[src/rtl/key_cmd_conditioner_pkg.sv]
// Package key_pkg: shared types and sizing helpers for the key conditioner.
//   key_state_e : per-channel debounce / hold state
//   cnt_width() : bits needed to count 0 .. n-1
//   max2()      : larger of two ints
package key_pkg;

  typedef enum logic [2:0] {
    K_IDLE,
    K_DEB_PRESS,
    K_HELD,
    K_LONG,
    K_DEB_REL
  } key_state_e;

  function automatic int cnt_width(input int n);
    return (n <= 2) ? 1 : $clog2(n);
  endfunction

  function automatic int max2(input int a, input int b);
    return (a > b) ? a : b;
  endfunction

endpackage

[src/rtl/key_cmd_conditioner_if.sv]
// key_cmd_conditioner_if: raw pushbuttons in, conditioned key strobes out.
//   i_key_n   : raw active-low buttons (asynchronous to the clock)
//   o_level   : debounced state, 1 = held
//   o_press   : 1-cycle accepted press (also auto-repeat when enabled)
//   o_release : 1-cycle accepted release
//   o_long    : 1-cycle long-press
// master = button/board side, slave = conditioner.
interface key_cmd_conditioner_if #(
  parameter int NUM_KEYS = 3
);
  logic [NUM_KEYS-1:0] i_key_n;
  logic [NUM_KEYS-1:0] o_level;
  logic [NUM_KEYS-1:0] o_press;
  logic [NUM_KEYS-1:0] o_release;
  logic [NUM_KEYS-1:0] o_long;

  modport master (output i_key_n, input o_level, o_press, o_release, o_long);
  modport slave  (input i_key_n, output o_level, o_press, o_release, o_long);
endinterface

[src/rtl/key_cmd_conditioner_channel.sv]
// key_channel: one key lane -- 2-flop synchroniser, debounce/hold FSM, counter.
// Ports:
//   i_clk, i_rst (async, active-high)
//   i_key_n   : raw active-low button
//   o_level   : debounced level
//   o_press / o_release / o_long : registered 1-cycle strobes
// Optional: KEY_AUTOREPEAT_EN adds a repeat timer in K_LONG that re-pulses
// o_press every REPEAT_CYCLES while the key stays down.
module key_channel
  import key_pkg::*;
#(
  parameter int DEBOUNCE_CYCLES = 60000,
  parameter int LONG_CYCLES     = 12000000,
  parameter int REPEAT_CYCLES   = 3000000
) (
  input  logic i_clk,
  input  logic i_rst,
  input  logic i_key_n,
  output logic o_level,
  output logic o_press,
  output logic o_release,
  output logic o_long
);

  if (DEBOUNCE_CYCLES < 2 || LONG_CYCLES < 2 || REPEAT_CYCLES < 1) begin : g_bad_cfg
    $error("key_channel: DEBOUNCE_CYCLES/LONG_CYCLES must be >= 2, REPEAT_CYCLES >= 1");
  end

  localparam int CW = cnt_width(max2(DEBOUNCE_CYCLES, LONG_CYCLES));
  localparam logic [CW-1:0] DEB_LAST  = CW'(DEBOUNCE_CYCLES - 1);
  localparam logic [CW-1:0] LONG_LAST = CW'(LONG_CYCLES - 1);

  // Sync flops reset to 1 (released) so reset never looks like a press.
  logic sync1, sync2, s;
  assign s = ~sync2;

  key_state_e    state, state_nxt;
  logic [CW-1:0] cnt, cnt_nxt;
  logic          ret_long, ret_long_nxt;   // release began from K_LONG
  logic          level_nxt, press_nxt, release_nxt, long_nxt;

`ifdef KEY_AUTOREPEAT_EN
  localparam int RW = cnt_width(REPEAT_CYCLES);
  localparam logic [RW-1:0] RPT_LAST = RW'(REPEAT_CYCLES - 1);
  logic [RW-1:0] rpt, rpt_nxt;
`endif

  always_ff @(posedge i_clk or posedge i_rst) begin
    if (i_rst) begin
      sync1     <= 1'b1;
      sync2     <= 1'b1;
      state     <= K_IDLE;
      cnt       <= '0;
      ret_long  <= 1'b0;
      o_level   <= 1'b0;
      o_press   <= 1'b0;
      o_release <= 1'b0;
      o_long    <= 1'b0;
`ifdef KEY_AUTOREPEAT_EN
      rpt       <= '0;
`endif
    end else begin
      sync1     <= i_key_n;
      sync2     <= sync1;
      state     <= state_nxt;
      cnt       <= cnt_nxt;
      ret_long  <= ret_long_nxt;
      o_level   <= level_nxt;
      o_press   <= press_nxt;
      o_release <= release_nxt;
      o_long    <= long_nxt;
`ifdef KEY_AUTOREPEAT_EN
      rpt       <= rpt_nxt;
`endif
    end
  end

  always_comb begin
    state_nxt    = state;
    cnt_nxt      = cnt;
    ret_long_nxt = ret_long;
    level_nxt    = o_level;
    press_nxt    = 1'b0;
    release_nxt  = 1'b0;
    long_nxt     = 1'b0;
`ifdef KEY_AUTOREPEAT_EN
    rpt_nxt      = rpt;
`endif
    case (state)
      K_IDLE: begin
        if (s) begin
          state_nxt = K_DEB_PRESS;
          cnt_nxt   = CW'(1);
        end
      end
      K_DEB_PRESS: begin
        if (!s) begin
          state_nxt = K_IDLE;
          cnt_nxt   = '0;
        end else if (cnt == DEB_LAST) begin
          state_nxt = K_HELD;
          press_nxt = 1'b1;
          level_nxt = 1'b1;
          cnt_nxt   = '0;
        end else begin
          cnt_nxt = cnt + CW'(1);
        end
      end
      K_HELD: begin
        if (!s) begin
          state_nxt    = K_DEB_REL;
          cnt_nxt      = CW'(1);
          ret_long_nxt = 1'b0;
        end else if (cnt == LONG_LAST) begin
          state_nxt = K_LONG;
          long_nxt  = 1'b1;
          cnt_nxt   = '0;
`ifdef KEY_AUTOREPEAT_EN
          rpt_nxt   = '0;
`endif
        end else begin
          cnt_nxt = cnt + CW'(1);
        end
      end
      K_LONG: begin
        if (!s) begin
          state_nxt    = K_DEB_REL;
          cnt_nxt      = CW'(1);
          ret_long_nxt = 1'b1;
        end
`ifdef KEY_AUTOREPEAT_EN
        else if (rpt == RPT_LAST) begin
          press_nxt = 1'b1;
          rpt_nxt   = '0;
        end else begin
          rpt_nxt = rpt + RW'(1);
        end
`endif
      end
      K_DEB_REL: begin
        if (s) begin
          // Release was a glitch: resume, long timer starts over.
          state_nxt = ret_long ? K_LONG : K_HELD;
          cnt_nxt   = '0;
`ifdef KEY_AUTOREPEAT_EN
          rpt_nxt   = '0;
`endif
        end else if (cnt == DEB_LAST) begin
          state_nxt   = K_IDLE;
          release_nxt = 1'b1;
          level_nxt   = 1'b0;
          cnt_nxt     = '0;
        end else begin
          cnt_nxt = cnt + CW'(1);
        end
      end
      default: begin
        state_nxt = K_IDLE;
        cnt_nxt   = '0;
      end
    endcase
  end

endmodule

[src/rtl/key_cmd_conditioner.sv]
// key_cmd_conditioner: turns bouncing active-low DE2 pushbuttons into clean
// command strobes for the recorder/player control FSM
// (key 0 = record, key 1 = play/pause, key 2 = stop).
// Ports:
//   i_clk, i_rst (async, active-high)
//   kif (slave) : i_key_n in; o_level, o_press, o_release, o_long out
// Optional: KEY_AUTOREPEAT_EN enables o_press auto-repeat after a long press.
// Channels are independent; coincident pulses are passed through unprioritised.
module key_cmd_conditioner
  import key_pkg::*;
#(
  parameter int NUM_KEYS        = 3,
  parameter int DEBOUNCE_CYCLES = 60000,
  parameter int LONG_CYCLES     = 12000000,
  parameter int REPEAT_CYCLES   = 3000000
) (
  input logic                   i_clk,
  input logic                   i_rst,
  key_cmd_conditioner_if.slave  kif
);

  logic [NUM_KEYS-1:0] level, press, rls, lng;

  for (genvar g = 0; g < NUM_KEYS; g++) begin : g_ch
    key_channel #(
      .DEBOUNCE_CYCLES (DEBOUNCE_CYCLES),
      .LONG_CYCLES     (LONG_CYCLES),
      .REPEAT_CYCLES   (REPEAT_CYCLES)
    ) u_ch (
      .i_clk     (i_clk),
      .i_rst     (i_rst),
      .i_key_n   (kif.i_key_n[g]),
      .o_level   (level[g]),
      .o_press   (press[g]),
      .o_release (rls[g]),
      .o_long    (lng[g])
    );
  end

  assign kif.o_level   = level;
  assign kif.o_press   = press;
  assign kif.o_release = rls;
  assign kif.o_long    = lng;

endmodule
[src/flat_wrapper.sv]
// flat-port wrapper written by rule: the top's interface ports become plain ports
module key_cmd_conditioner_flat import key_pkg::*;
#(
  parameter int NUM_KEYS        = 3,
  parameter int DEBOUNCE_CYCLES = 60000,
  parameter int LONG_CYCLES     = 12000000,
  parameter int REPEAT_CYCLES   = 3000000
)
  (i_clk, i_rst, kif_i_key_n, kif_o_level, kif_o_press, kif_o_release, kif_o_long);
  key_cmd_conditioner_if #(.NUM_KEYS(NUM_KEYS)) kif_i ();
  input logic i_clk;
  input logic i_rst;
  input wire logic [$bits(kif_i.i_key_n)-1:0] kif_i_key_n;
  output wire logic [$bits(kif_i.o_level)-1:0] kif_o_level;
  output wire logic [$bits(kif_i.o_press)-1:0] kif_o_press;
  output wire logic [$bits(kif_i.o_release)-1:0] kif_o_release;
  output wire logic [$bits(kif_i.o_long)-1:0] kif_o_long;
  assign kif_i.i_key_n = kif_i_key_n;
  assign kif_o_level = kif_i.o_level;
  assign kif_o_press = kif_i.o_press;
  assign kif_o_release = kif_i.o_release;
  assign kif_o_long = kif_i.o_long;
  key_cmd_conditioner #(.NUM_KEYS(NUM_KEYS), .DEBOUNCE_CYCLES(DEBOUNCE_CYCLES), .LONG_CYCLES(LONG_CYCLES), .REPEAT_CYCLES(REPEAT_CYCLES)) u_core (.i_clk(i_clk), .i_rst(i_rst), .kif(kif_i));
endmodule
[config.mk]
export PLATFORM = sky130hd
export DESIGN_NAME = key_cmd_conditioner_flat
export DESIGN_NICKNAME = d
export VERILOG_FILES = /design/src/rtl/key_cmd_conditioner_pkg.sv /design/src/rtl/key_cmd_conditioner_if.sv /design/src/rtl/key_cmd_conditioner_channel.sv /design/src/rtl/key_cmd_conditioner.sv /design/src/flat_wrapper.sv
export SDC_FILE = /design/constraint.sdc
export NUM_CORES = 1
export LEC_CHECK = 0
export ABC_AREA = 1
export ABC_CLOCK_PERIOD_IN_PS = 3700
export CAP_MARGIN = 5
export CELL_PAD_IN_SITES_DETAIL_PLACEMENT = 1
export CELL_PAD_IN_SITES_GLOBAL_PLACEMENT = 2
export CORE_MARGIN = 2
export CORE_UTILIZATION = 32
export DETAILED_ROUTE_END_ITERATION = 6
export GPL_TIMING_DRIVEN = 0
export PLACE_DENSITY_LB_ADDON = 0.2
export SYNTH_ARGS = -nofsm -noshare
export SYNTH_HDL_FRONTEND = slang
export SYNTH_SLANG_ARGS = --single-unit
[constraint.sdc]
create_clock -name i_clk -period 3.7 [get_ports i_clk]
set_input_delay 0.74 -clock i_clk [delete_from_list [all_inputs] [get_ports i_clk]]
set_output_delay 0.74 -clock i_clk [all_outputs]
set_load 0.02 [all_outputs]
==> impl_metrics.json <==
{
  "grt_pass1_vias": 5885,
  "insertion_delay_ps": 350,
  "final_common_cell": "nand2_1",
  "place_congestion": 0.803,
  "grt_max_degree": 59,
  "critPathLaunchType": "flip-flop",
  "first_iter_violations": 215,
  "antenna_found_initial": 0,
  "num_vias": 5571,
  "cap_violations": 0,
  "holdCritPathClass": "reg -> reg",
  "dp_slack_ps": 1530,
  "worst_pin_slew_ps": 636,
  "syn-num-nets": 866,
  "gr-total-overflow": 0,
  "drc": 0,
  "syn2layout_area_growth_pct": 12.2,
  "gr-usage-all-layers_pct": 18.3,
  "reg2regPathDepth": 9,
  "fp.coreArea_um2": 18800,
  "ys_types": 33,
  "wl_um": 17400,
  "peakVddDrop_v": 0.000221,
  "insertedDiodeCount": 0,
  "status": "completed",
  "htreeDepth": 3,
  "post_dp_cell_area_um2": 6620,
  "cts_buffer_depth": 2,
  "syn_area_per_cell_um2": 7.16,
  "clock_sinks": 102,
  "post-cts-setup-buffers": 0,
  "synth_seq_cells": 102,
  "drtPass1Iterations": 4,
  "layout_common_cells": "nand2_1, inv_1, dfrtp_1",
  "drv_slew": 0,
  "fin_setup_tns_ps": 0,
  "placementRows": 50,
  "p_total_mw": 3.09,
  "syn_area_um2": 6140,
  "grt_first_pass_wirelength_um": 29500,
  "period_needed_ps": 2160,
  "critPathMaxFanout": 3,
  "layout_setup_ws_ps": 1540,
  "worstSetupPathType": "reg -> out",
  "final_nets": 894,
  "port_buffers": 16,
  "ctsRootBufferMaster": "clkbuf_16",
  "grt_setup_unrepaired": "no",
  "critPathRequiredTime_ps": 2960,
  "chipHeight_um": 143,
  "worstPathArrival_ps": 1420,
  "wl_per_cell_um": 15.5,
  "drive_above_1_share_pct": 8.19,
  "cp-end-kind": "output pin",
  "max_freq_ghz": 0.463,
  "design_area_um2": 6890,
  "ios": 17,
  "hold_viol": 0,
  "post-route-period-util_pct": 58.4,
  "cts_resized": 0,
  "worst_clock_skew_ps": 7.21,
  "hold_depth": 0,
  "synth_warnings": 0,
  "ys_seq_area_share_pct": 41.7,
  "die_area_um2": 20300,
  "ant_nets": 0,
  "dp_hpwl_um": 13100,
  "timing.hold.ws_ps": 357,
  "synth_cells": 858,
  "ctsHoldBuffers": 0,
  "slew_headroom_pct": 57.3,
  "setup_violations": 0,
  "power_density_nw_per_um2": 448,
  "cts_tree": "yes",
  "clkTransAtPathRegs_ps": 70,
  "die_w_um": 143,
  "post_drt_via_cell_ratio": 4.95,
  "floorplan.initialDensity_pct": 32.7,
  "cts_buffers": 9,
  "power_leakage_nw": 3.14
}
[flip-flops by register name (all words and copies together), names as in the netlist]
signal                      count
u_core.g_ch.u_ch.ret_long       3
u_core.g_ch.u_ch.sync1          3
u_core.g_ch.u_ch.o_press        3
u_core.g_ch.u_ch.o_long         3
u_core.g_ch.u_ch.o_release      3
u_core.g_ch.u_ch.sync2          3
u_core.g_ch.u_ch.cnt           72
u_core.g_ch.u_ch.state          9
u_core.g_ch.u_ch.o_level        3
[worst max-delay path, cell delays in order (launching register included)]
cell,delay [ps]
dfrtp_1,370
buf_4,110
clkdlybuf4s50_1,580
[synthesized netlist by cell type (all sizes together)]
cell type	count	area, um^2
nor3	26	145
xor2	32	280
a21oi	2	10.0
clkbuf	4	15.0
nor3b	2	15.0
nand3b	3	22.5
buf	25	184
and3	2	12.5
dfstp	6	158
and2	1	6.26
nor4	2	12.5
xnor2	6	52.6
nand4	16	100
dfrtp	96	2400
o22ai	21	131
nand2	246	938
nand3	76	385
inv	123	462
o21a	1	7.51
ha	3	37.5
nor2	98	424
o21ai	67	339
[per-stage QoR]
stage | cells | util, %
after CTS | 1125 | 36.7
final | 1125 | 36.7
after detailed placement | 1109 | 35.3
after floorplan | 858 | -
after global routing | 1125 | 36.7
after global placement | 1108 | 35.1
[final timing paths]
kind                                             start                      endpoint  slack [ps]
max                        u_core.g_ch[2].u_ch.o_level                kif_o_level[2]        1540
min                          u_core.g_ch[1].u_ch.sync1     u_core.g_ch[1].u_ch.sync2         360
max reg2reg                 u_core.g_ch[2].u_ch.cnt[0]   u_core.g_ch[2].u_ch.cnt[11]        1540
min reg2reg                  u_core.g_ch[1].u_ch.sync1     u_core.g_ch[1].u_ch.sync2         360
max in group asynchronous                        i_rst     u_core.g_ch[0].u_ch.sync1        2110
min in group asynchronous                        i_rst  u_core.g_ch[1].u_ch.state[1]         830
[logic make-up after synthesis]
group                    after synthesis  synth area share [%]
AO/OA/AOI/OAI                         91                  7.95
XOR/XNOR                              38                  5.42
adder cells (fa/ha/maj)                3                 0.611
buffers and inverters                152                  10.8
flip-flops                           102                  41.7
AND/OR/NAND/NOR                      472                  33.6
[final cells by class]
type                            count  area, um^2
Clock buffer                       12         246
Sequential cell                   102        2560
Fill cell                        2379       11900
Timing Repair Buffer               17         188
Clock inverter                      4        22.5
Multi-Input combinational cell    604        2920
Inverter                          123         464
Tap cell                          234         293
Buffer                             29         199
[metal layers]
metal / part of all wire [%] / up-vias / track usage [%]
met5: 0 / - / 0
met4: 1.6 / 0 / 5.52
met3: 1.6 / 17 / 2.73
met2: 49 / 41 / 31.6
met1: 48 / 2749 / 23.6
li1: - / 2764 / -
[power breakdown]
part	switching, mW	internal, mW
clock	0.444	0.473
sequential	0.100	1.21
combinational	0.594	0.261
total	1.14	1.95
(Power assumes the default switching activity.)
